**config.mk**
```make
export PLATFORM = sky130hd
export DESIGN_NAME = uart_receiver
export DESIGN_NICKNAME = d
export VERILOG_FILES = /design/src/rtl/uart_pkg.sv /design/src/rtl/uart_rx_sync.sv /design/src/rtl/uart_receiver.sv
export SDC_FILE = /design/constraint.sdc
export NUM_CORES = 1
export LEC_CHECK = 0
export ABC_AREA = 1
export BUFFER_PORTS_ARGS = -buffer_cell sky130_fd_sc_hd__buf_4
export CAP_MARGIN = 20
export CORE_MARGIN = 2
export CORE_UTILIZATION = 35
export DETAILED_ROUTE_END_ITERATION = 10
export PLACE_DENSITY = 0.49
export SETUP_SLACK_MARGIN = 0.2
export SLEW_MARGIN = 20
export SYNTH_ARGS = -nofsm -noshare
export SYNTH_HDL_FRONTEND = slang
export SYNTH_SLANG_ARGS = --single-unit
export TNS_END_PERCENT = 1
```
**constraint.sdc**
```tcl
create_clock -name i_CLK -period 1.95 [get_ports i_CLK]
set_input_delay 0 -clock i_CLK [delete_from_list [all_inputs] [get_ports i_CLK]]
set_output_delay 0 -clock i_CLK [all_outputs]
set_load 0.01 [all_outputs]
```
**src/rtl/uart_pkg.sv**
```systemverilog
// Shared UART definitions used by the receiver and transmitter.
//   uart_state_e         : receive FSM state encoding (IDLE=0, START=1, DATA=2, STOP=3)
//   ClocksPerBaudDefault : default clock cycles per bit period
//   DataBits / StopBits  : 8N1 frame shape
//   BitCntW              : width of a counter indexing the data bits
package uart_pkg;

  typedef enum logic [1:0] {
    StIdle  = 2'd0,
    StStart = 2'd1,
    StData  = 2'd2,
    StStop  = 2'd3
  } uart_state_e;

  localparam int unsigned ClocksPerBaudDefault = 16;
  localparam int unsigned DataBits             = 8;
  localparam int unsigned StopBits             = 1;
  localparam int unsigned BitCntW              = $clog2(DataBits);

endpackage

```
**src/rtl/uart_rx_sync.sv**
```systemverilog
// Two-flop synchroniser for a single asynchronous input.
//   clk_i    : destination clock
//   rst_ni   : asynchronous active-low reset; both flops load ResetVal
//   async_i  : asynchronous input
//   sync_o   : input synchronised to clk_i (two cycles of latency)
module uart_rx_sync #(
  parameter logic ResetVal = 1'b1
) (
  input  logic clk_i,
  input  logic rst_ni,
  input  logic async_i,
  output logic sync_o
);

  logic [1:0] sync_q, sync_d;

  always_comb begin
    sync_d = {sync_q[0], async_i};
  end

  always_ff @(posedge clk_i or negedge rst_ni) begin
    if (!rst_ni) begin
      sync_q <= {2{ResetVal}};
    end else begin
      sync_q <= sync_d;
    end
  end

  assign sync_o = sync_q[1];

endmodule

```
**src/rtl/uart_receiver.sv**
```systemverilog
// UART receive path: recovers 8N1 frames from i_RX, sampling each bit at mid-period, and
// presents each good byte on a one-entry valid/ready holding register.
//   p_CLOCKS_PER_BAUD : clock cycles per bit period (must be >= 4)
//   i_CLK             : clock, rising edge
//   i_RESET_N         : asynchronous active-low reset
//   i_RX              : asynchronous serial line, idles high
//   i_RX_READY        : consumer accepts o_RX_DATA while o_RX_VALID is high
//   o_RX_DATA         : last received byte, stable while o_RX_VALID
//   o_RX_VALID        : byte available, held until accepted
//   o_RX_BUSY         : receiver is not idle
//   o_FRAME_ERR       : one-cycle pulse, stop bit sampled low
//   o_OVERRUN         : one-cycle pulse, good byte dropped because the holding register was full
module uart_receiver
  import uart_pkg::*;
#(
  parameter int unsigned p_CLOCKS_PER_BAUD = ClocksPerBaudDefault
) (
  input  logic                i_CLK,
  input  logic                i_RESET_N,
  input  logic                i_RX,
  input  logic                i_RX_READY,
  output logic [DataBits-1:0] o_RX_DATA,
  output logic                o_RX_VALID,
  output logic                o_RX_BUSY,
  output logic                o_FRAME_ERR,
  output logic                o_OVERRUN
);

  localparam int unsigned     CntW      = $clog2(p_CLOCKS_PER_BAUD);
  localparam int unsigned     Half      = p_CLOCKS_PER_BAUD / 2;
  localparam logic [CntW-1:0] CntHalfM1 = CntW'(Half - 1);
  localparam logic [CntW-1:0] CntLast   = CntW'(p_CLOCKS_PER_BAUD - 1);
  localparam logic [BitCntW-1:0] BitLast = BitCntW'(DataBits - 1);

  logic rx_s;
  logic rx_s_dly_q, rx_s_dly_d;

  uart_state_e         state_q, state_d;
  logic [CntW-1:0]     cnt_q, cnt_d;
  logic [BitCntW-1:0]  bit_cnt_q, bit_cnt_d;
  logic [DataBits-1:0] shift_q, shift_d;
  logic [DataBits-1:0] data_q, data_d;
  logic                valid_q, valid_d;
  logic                frame_err_q, frame_err_d;
  logic                overrun_q, overrun_d;

  uart_rx_sync #(
    .ResetVal (1'b1)
  ) u_rx_sync (
    .clk_i   (i_CLK),
    .rst_ni  (i_RESET_N),
    .async_i (i_RX),
    .sync_o  (rx_s)
  );

  always_comb begin
    rx_s_dly_d  = rx_s;
    state_d     = state_q;
    cnt_d       = cnt_q + 1'b1;
    bit_cnt_d   = bit_cnt_q;
    shift_d     = shift_q;
    data_d      = data_q;
    valid_d     = valid_q;
    frame_err_d = 1'b0;
    overrun_d   = 1'b0;

    if (valid_q && i_RX_READY) begin
      valid_d = 1'b0;
    end

    unique case (state_q)
      StIdle: begin
        cnt_d = '0;
        // Edge-triggered start: a held-low line (break) cannot retrigger.
        if (rx_s_dly_q && !rx_s) begin
          state_d = StStart;
        end
      end
      StStart: begin
        if (cnt_q == CntHalfM1) begin
          cnt_d = '0;
          if (!rx_s) begin
            state_d   = StData;
            bit_cnt_d = '0;
          end else begin
            state_d = StIdle;  // glitch, drop silently
          end
        end
      end
      StData: begin
        if (cnt_q == CntLast) begin
          cnt_d     = '0;
          shift_d   = {rx_s, shift_q[DataBits-1:1]};
          bit_cnt_d = bit_cnt_q + 1'b1;
          if (bit_cnt_q == BitLast) begin
            state_d = StStop;
          end
        end
      end
      StStop: begin
        // Leave mid-stop-bit so a start edge right after the stop bit is caught.
        if (cnt_q == CntLast) begin
          cnt_d   = '0;
          state_d = StIdle;
          if (rx_s) begin
            if (!valid_q || i_RX_READY) begin
              data_d  = shift_q;
              valid_d = 1'b1;
            end else begin
              overrun_d = 1'b1;
            end
          end else begin
            frame_err_d = 1'b1;
          end
        end
      end
      default: begin
        state_d = StIdle;
        cnt_d   = '0;
      end
    endcase
  end

  always_ff @(posedge i_CLK or negedge i_RESET_N) begin
    if (!i_RESET_N) begin
      rx_s_dly_q  <= 1'b1;
      state_q     <= StIdle;
      cnt_q       <= '0;
      bit_cnt_q   <= '0;
      shift_q     <= '0;
      data_q      <= '0;
      valid_q     <= 1'b0;
      frame_err_q <= 1'b0;
      overrun_q   <= 1'b0;
    end else begin
      rx_s_dly_q  <= rx_s_dly_d;
      state_q     <= state_d;
      cnt_q       <= cnt_d;
      bit_cnt_q   <= bit_cnt_d;
      shift_q     <= shift_d;
      data_q      <= data_d;
      valid_q     <= valid_d;
      frame_err_q <= frame_err_d;
      overrun_q   <= overrun_d;
    end
  end

  assign o_RX_DATA   = data_q;
  assign o_RX_VALID  = valid_q;
  assign o_RX_BUSY   = (state_q != StIdle);
  assign o_FRAME_ERR = frame_err_q;
  assign o_OVERRUN   = overrun_q;

endmodule
```
**After elaboration in Yosys (flattened, before gate mapping)**

Cells that the tools add are included.

- Register bits after elaboration: 31
- Bits of input ports: 4
- Output and inout port bits: 12
- Word-level logic and storage cells: 63

- Add/subtract/negate cells: 2
- Equal/unequal tests: 12
- Mux-type cells: 26
- Reductions and logical operators: 13

Operators with widths:

| operator | number |
|---|---|
| two-way mux 1 bit | 12 |
| two-way mux 2 bit | 6 |
| inequality test 2 bit (second input constant) | 6 |
| case mux 4 bit (3 select lines) | 1 |
| two-way mux 3 bit | 3 |
| two-way mux 4 bit | 2 |
| case mux 2 bit (4 select lines) | 1 |
| AND reduction 4 bit | 2 |
| case mux 3 bit (2 select lines) | 1 |
| AND reduction 5 bit | 1 |
| adder 4 x 1 -> 4 bit (second input constant) | 1 |
| == test 2 bit (second input constant) | 2 |
| == test 4 x 3 -> 1 bit (second input constant) | 1 |
| == test 4 bit (second input constant) | 1 |
| nonzero test 2 bit | 2 |
| adder 3 x 1 -> 3 bit (second input constant) | 1 |
| == test 3 bit (second input constant) | 1 |
| == test 2 x 1 -> 1 bit (second input constant) | 1 |
| logical AND 1 bit | 2 |
| zero test 1 bit | 2 |
| zero test 2 bit | 1 |
| AND reduction 2 bit | 1 |
| OR reduction 2 bit | 1 |
| logical OR 1 bit | 1 |

**Logic depth before layout (Yosys ltp)**

- Depth in word-level cells: 6
- Gate-level depth with buffers: 8
- Depth with buffers taken out: 8

**By module**

From an unflattened synthesis, not the netlist that was laid out.

- Cell total of the unflattened synthesis: 137
- Area total of the unflattened synthesis: 1355.0 um^2

By module, submodules not included:

| module | times used | cells each | area an instance (um^2) | seq. area each (um^2) |
|---|---|---|---|---|
| uart_receiver | 1 | 135 | 1302.5 | 726.9 |
| uart_rx_sync | 1 | 2 | 52.6 | 52.6 |

**Worst setup path before layout**

Ideal clock, no wire load.

- Path type: register -> register
- From: reg cnt_q[0]
- To: reg cnt_q[3]
- Setup time: 0.080 ns
- Arrival time: 1.205 ns
- Data required time: 1.870 ns
- Slack: 0.666 ns
- Stages on the path, launching flop included: 7
- Path buffers: 0
- Clock period less this slack: 1.284 ns
- Cell sequence: dfrtp_1 > ha_1 > nand3_4 > clkinv_2 > o21ai_0 > inv_1 > nor3b_2

- Longest elaborated chain between the ends: 3
- Elaborated cells between the ends (all ways): 6
- Classes of those cells: add/sub: 1; eq/ne: 2; mux: 3

Ends and longest elaborated chain:

| element | line | text |
|---|---|---|
| start: declaration | uart_receiver.sv:39 | `logic [CntW-1:0] cnt_q, cnt_d;` |
| start signal: assignment | uart_receiver.sv:138 | `cnt_q <= cnt_d;` |
| adder 4 x 1 -> 4 bit (tied with other cells) | uart_receiver.sv:59 | `cnt_d = cnt_q + 1'b1;` |
| two-way mux 4 bit, on equally long branches | uart_receiver.sv:91, uart_receiver.sv:102, uart_receiver.sv:80 |  |
| case mux 4 bit (3 select lines) (*) | uart_receiver.sv:71 | `unique case (state_q)` |
| net cnt_d[3] | uart_receiver.sv:39 |  |

Mark *: on every way through the listed nets, which the timed path passes. The rest lies on a longest branch.
A chain may end at the register's enable or synchronous reset.

**Final worst setup path**

Ends and elaborated chain as after synthesis.

==> summary.txt <==
Global route
  • GRT Residual Overflow: 0
  • Number of antenna violations at the first check in global routing: 0
  • Largest net degree at the start of global routing: 32
  • Wire length of the first global-routing pass: 4174 µm
  • Vias in the first global route: 950
  • Global-route total usage across every layer: 0.1286

Timing
  • Setup Viol. Count Final: 0
  • Setup total negative slack: 0 ns
  • Headroom to the max-slew limit: 0.7399
  • Final worst clock skew: 0.004517 ns
  • Highest attainable clock frequency: 677.8 MHz
  • Max Slew Vio Count: 0
  • Total count of hold-check failures in the final report: 0
  • Setup repair after global routing missed its margin: false
  • Worst-Margin Slew: 0.3902 ns
  • Min Tclk post-route: 1.475 ns
  • Final Cycle Share: 0.7566

Layout
  • Fin util: 0.4395
  • Commonest cells after routing, fill and taps aside: nand2_1, dfrtp_1, inv_1
  • Area taken by multi-input logic gates: 490.5 µm²
  • Fin cells: 209
  • Synthesis-to-finish area growth: 18.58%
  • Ant diodes: 0
  • Area of all sequential standard cells: 779.5 µm²
  • Share of layout cells above drive strength 1: 0.3043
  • Final-layout fill cell count: 390
  • Final standard cell area without fillers: 1645 µm²
  • Commonest non-fill, non-tap cell in the layout: nand2_1
  • Layout Nets: 167

Critical path
  • Slowest stage delay, CP: 0.39 ns
  • Crit path kind: reg2reg
  • Required arrival time at the worst endpoint: 2.15 ns
  • Arrival time at the worst endpoint: 1.67 ns
  • Startpoint type of the worst setup path: flop
  • Buffer and inverter count on the worst path: 2
  • Endpoint kind of the worst setup timing path: flop
  • Slowest CP cell: dfrtp_1
  • Critical Path, Cell by Cell: ha_1 > nand3_4 > clkinv_2 > o21ai_0 > inv_1 > nor3b_2
  • Crit-path leading delay family: flip-flops
  • Max Fanout on Critical Path: 5

Die
  • Die Y-Extent: 66.97 µm
  • Row count: 22
  • Core area: 3744 µm²
  • Die width: 66.97 µm
  • Number of top-level pins: 16
  • Effective utilization at floorplan: 0.3707
  • Die area: 4484 µm²

Place
  • Final weighted congestion in routability-driven placement: 0.8365
  • # port buffers: 15
  • Area after detailed placement: 1534 µm²
  • Detailed placer's ending HPWL: 1646 µm
  • Placed Cells: 199

Synthesis
  • Share of the synthesized area in the top cell type: 0.5050
  • Summed instance area of the synthesized netlist: 1388 µm²
  • Synthesized instance count: 138
  • Flops & latches, synth: 31
  • Part of the Yosys area used for sequential elements: 0.5618
  • Synthesized area per cell: 10.05 µm²
  • Cell type with the highest aggregate area in the netlist: dfrtp_1
  • Leading cell types by total area after synthesis: dfrtp_1, nand2_1, o21ai_2
  • Net count after synthesis: 145
  • Synth unique cells: 22
  • Synth warn: 0

Job
  • Number of max-cap violations: 0

Clock network
  • Clock buffers created by TritonCTS: 5
  • Clock Root Buffer: clkbuf_8
  • Post_cts resized: 0
  • Hold buffers post-CTS: 2
  • Total number of clock tree sinks: 31
  • TritonCTS clock tree: yes
  • Clk_lat worst skew: 0.28 ns
  • Clk pin slew, worst setup/hold paths: 0.06 ns
  • Post-CTS Setup Inserts: 0
  • H-tree Lvls: 2
  • Max Buffers Root-to-Sink: 2

Power and ir drop
  • Total power per unit cell area: 1016 nW/µm²
  • IR drop worst, VDD: 0.4043 mV
  • Leakage power figure: 0.0008175 µW

Routing
  • ANT nets after route: 0
  • Total iterations of the first detailed-routing run: 4
  • Drt drc: 0
  • Total vias in the final route: 958
  • Final wirelength: 2344 µm
  • Initial drt markers: 74
  • Final routed wire length divided by cell count: 11.22 µm
  • Via/cell ratio: 4.584

Outcome
  • Run status: finished clean

Worst hold path
  • Path category of the worst min-delay check: in2reg
[report_power, final]
group	total (µW)	switching, µW	internal, µW
Sequential	778	73.9	704
Clock	511	227	284
Combinational	384	248	136
[per-stage QoR]
stage / power, µW / hold WS, ns / setup slack [ns]
after detailed placement: 1168 / -0.04415 / 0.5185
after global placement: 1153 / -0.04655 / 0.5650
after CTS: 1696 / 0.06352 / 0.4742
final: 1672 / 0.07374 / 0.4747
after floorplan: 1062 / -0.2956 / 0.6656
after global routing: 1786 / 0.06418 / 0.3849
[worst min-delay path, delay by kind of cell]
kind | cells | cell delay, ns
simple gates | 2 | 0.10
buf+inv | 2 | 0.22
[area by class of cell]
type                    count  area share
flip-flops and latches     31      0.4738
multi-input cells          81      0.2981
repair buffers             17     0.08061
inverters                  24     0.05551
clock buffers               7     0.05247
well taps                  48     0.03650
clock inverters             1    0.003042
[state kept, by name (all words and copies together), names as in the netlist, 2 cells and up, named ones only]
register	flops
shift_q	8
o_RX_DATA	8
u_rx_sync.sync_q	2
cnt_q	4
bit_cnt_q	3
[path summary, 6_finish.rpt]
| kind | from | end | slack, ns | depth (start not counted) |
|---|---|---|---|---|
| min in group asynchronous | i_RESET_N | cnt_q[2] | 0.19 | 2 |
| worst min register to register | u_rx_sync.sync_q[0] | u_rx_sync.sync_q[1] | 0.36 | 0 |
| worst max-delay path | cnt_q[0] | cnt_q[3] | 0.47 | 6 |
| worst min-delay path | i_RX_READY | o_OVERRUN | 0.07 | 4 |
| max in group asynchronous | i_RESET_N | rx_s_dly_q | 1.44 | 2 |
| worst max register to register | cnt_q[0] | cnt_q[3] | 0.47 | 6 |
[cell usage after synthesis]
cell	instances
buf_6	1
nor3_1	1
nand2_2	3
inv_1	20
inv_2	3
o21ai_0	11
ha_1	3
nand3_1	5
o21ai_2	10
nor2_2	1
dfrtp_1	28
buf_8	1
nor3b_2	1
nor2_8	1
nor2_1	7
nand3_4	2
nor2_4	2
nand3b_1	2
nand2_1	29
a21oi_1	3
dfstp_2	3
clkinv_2	1
[layer usage]
layer,vias to the layer above,global-route usage,part of all wire,wire (µm)
met5,-,0,0,0
met4,0,0.04847,0.015,34
met3,4,0.06081,0.059,139
met2,21,0.2175,0.49,1155
met1,459,0.1389,0.43,1014
li1,474,-,-,-
[kinds of logic (layout without fill, tap and decap cells)]
logic type,Yosys count,in the layout,synth area share
AOI/OAI and AO/OA,24,24,0.1136
and+or+nand+nor,54,54,0.2128
adders and majority gates,3,3,0.02705
DFF,31,31,0.5618
buffers and inverters,26,49,0.08475
(Power assumes the default switching activity.)
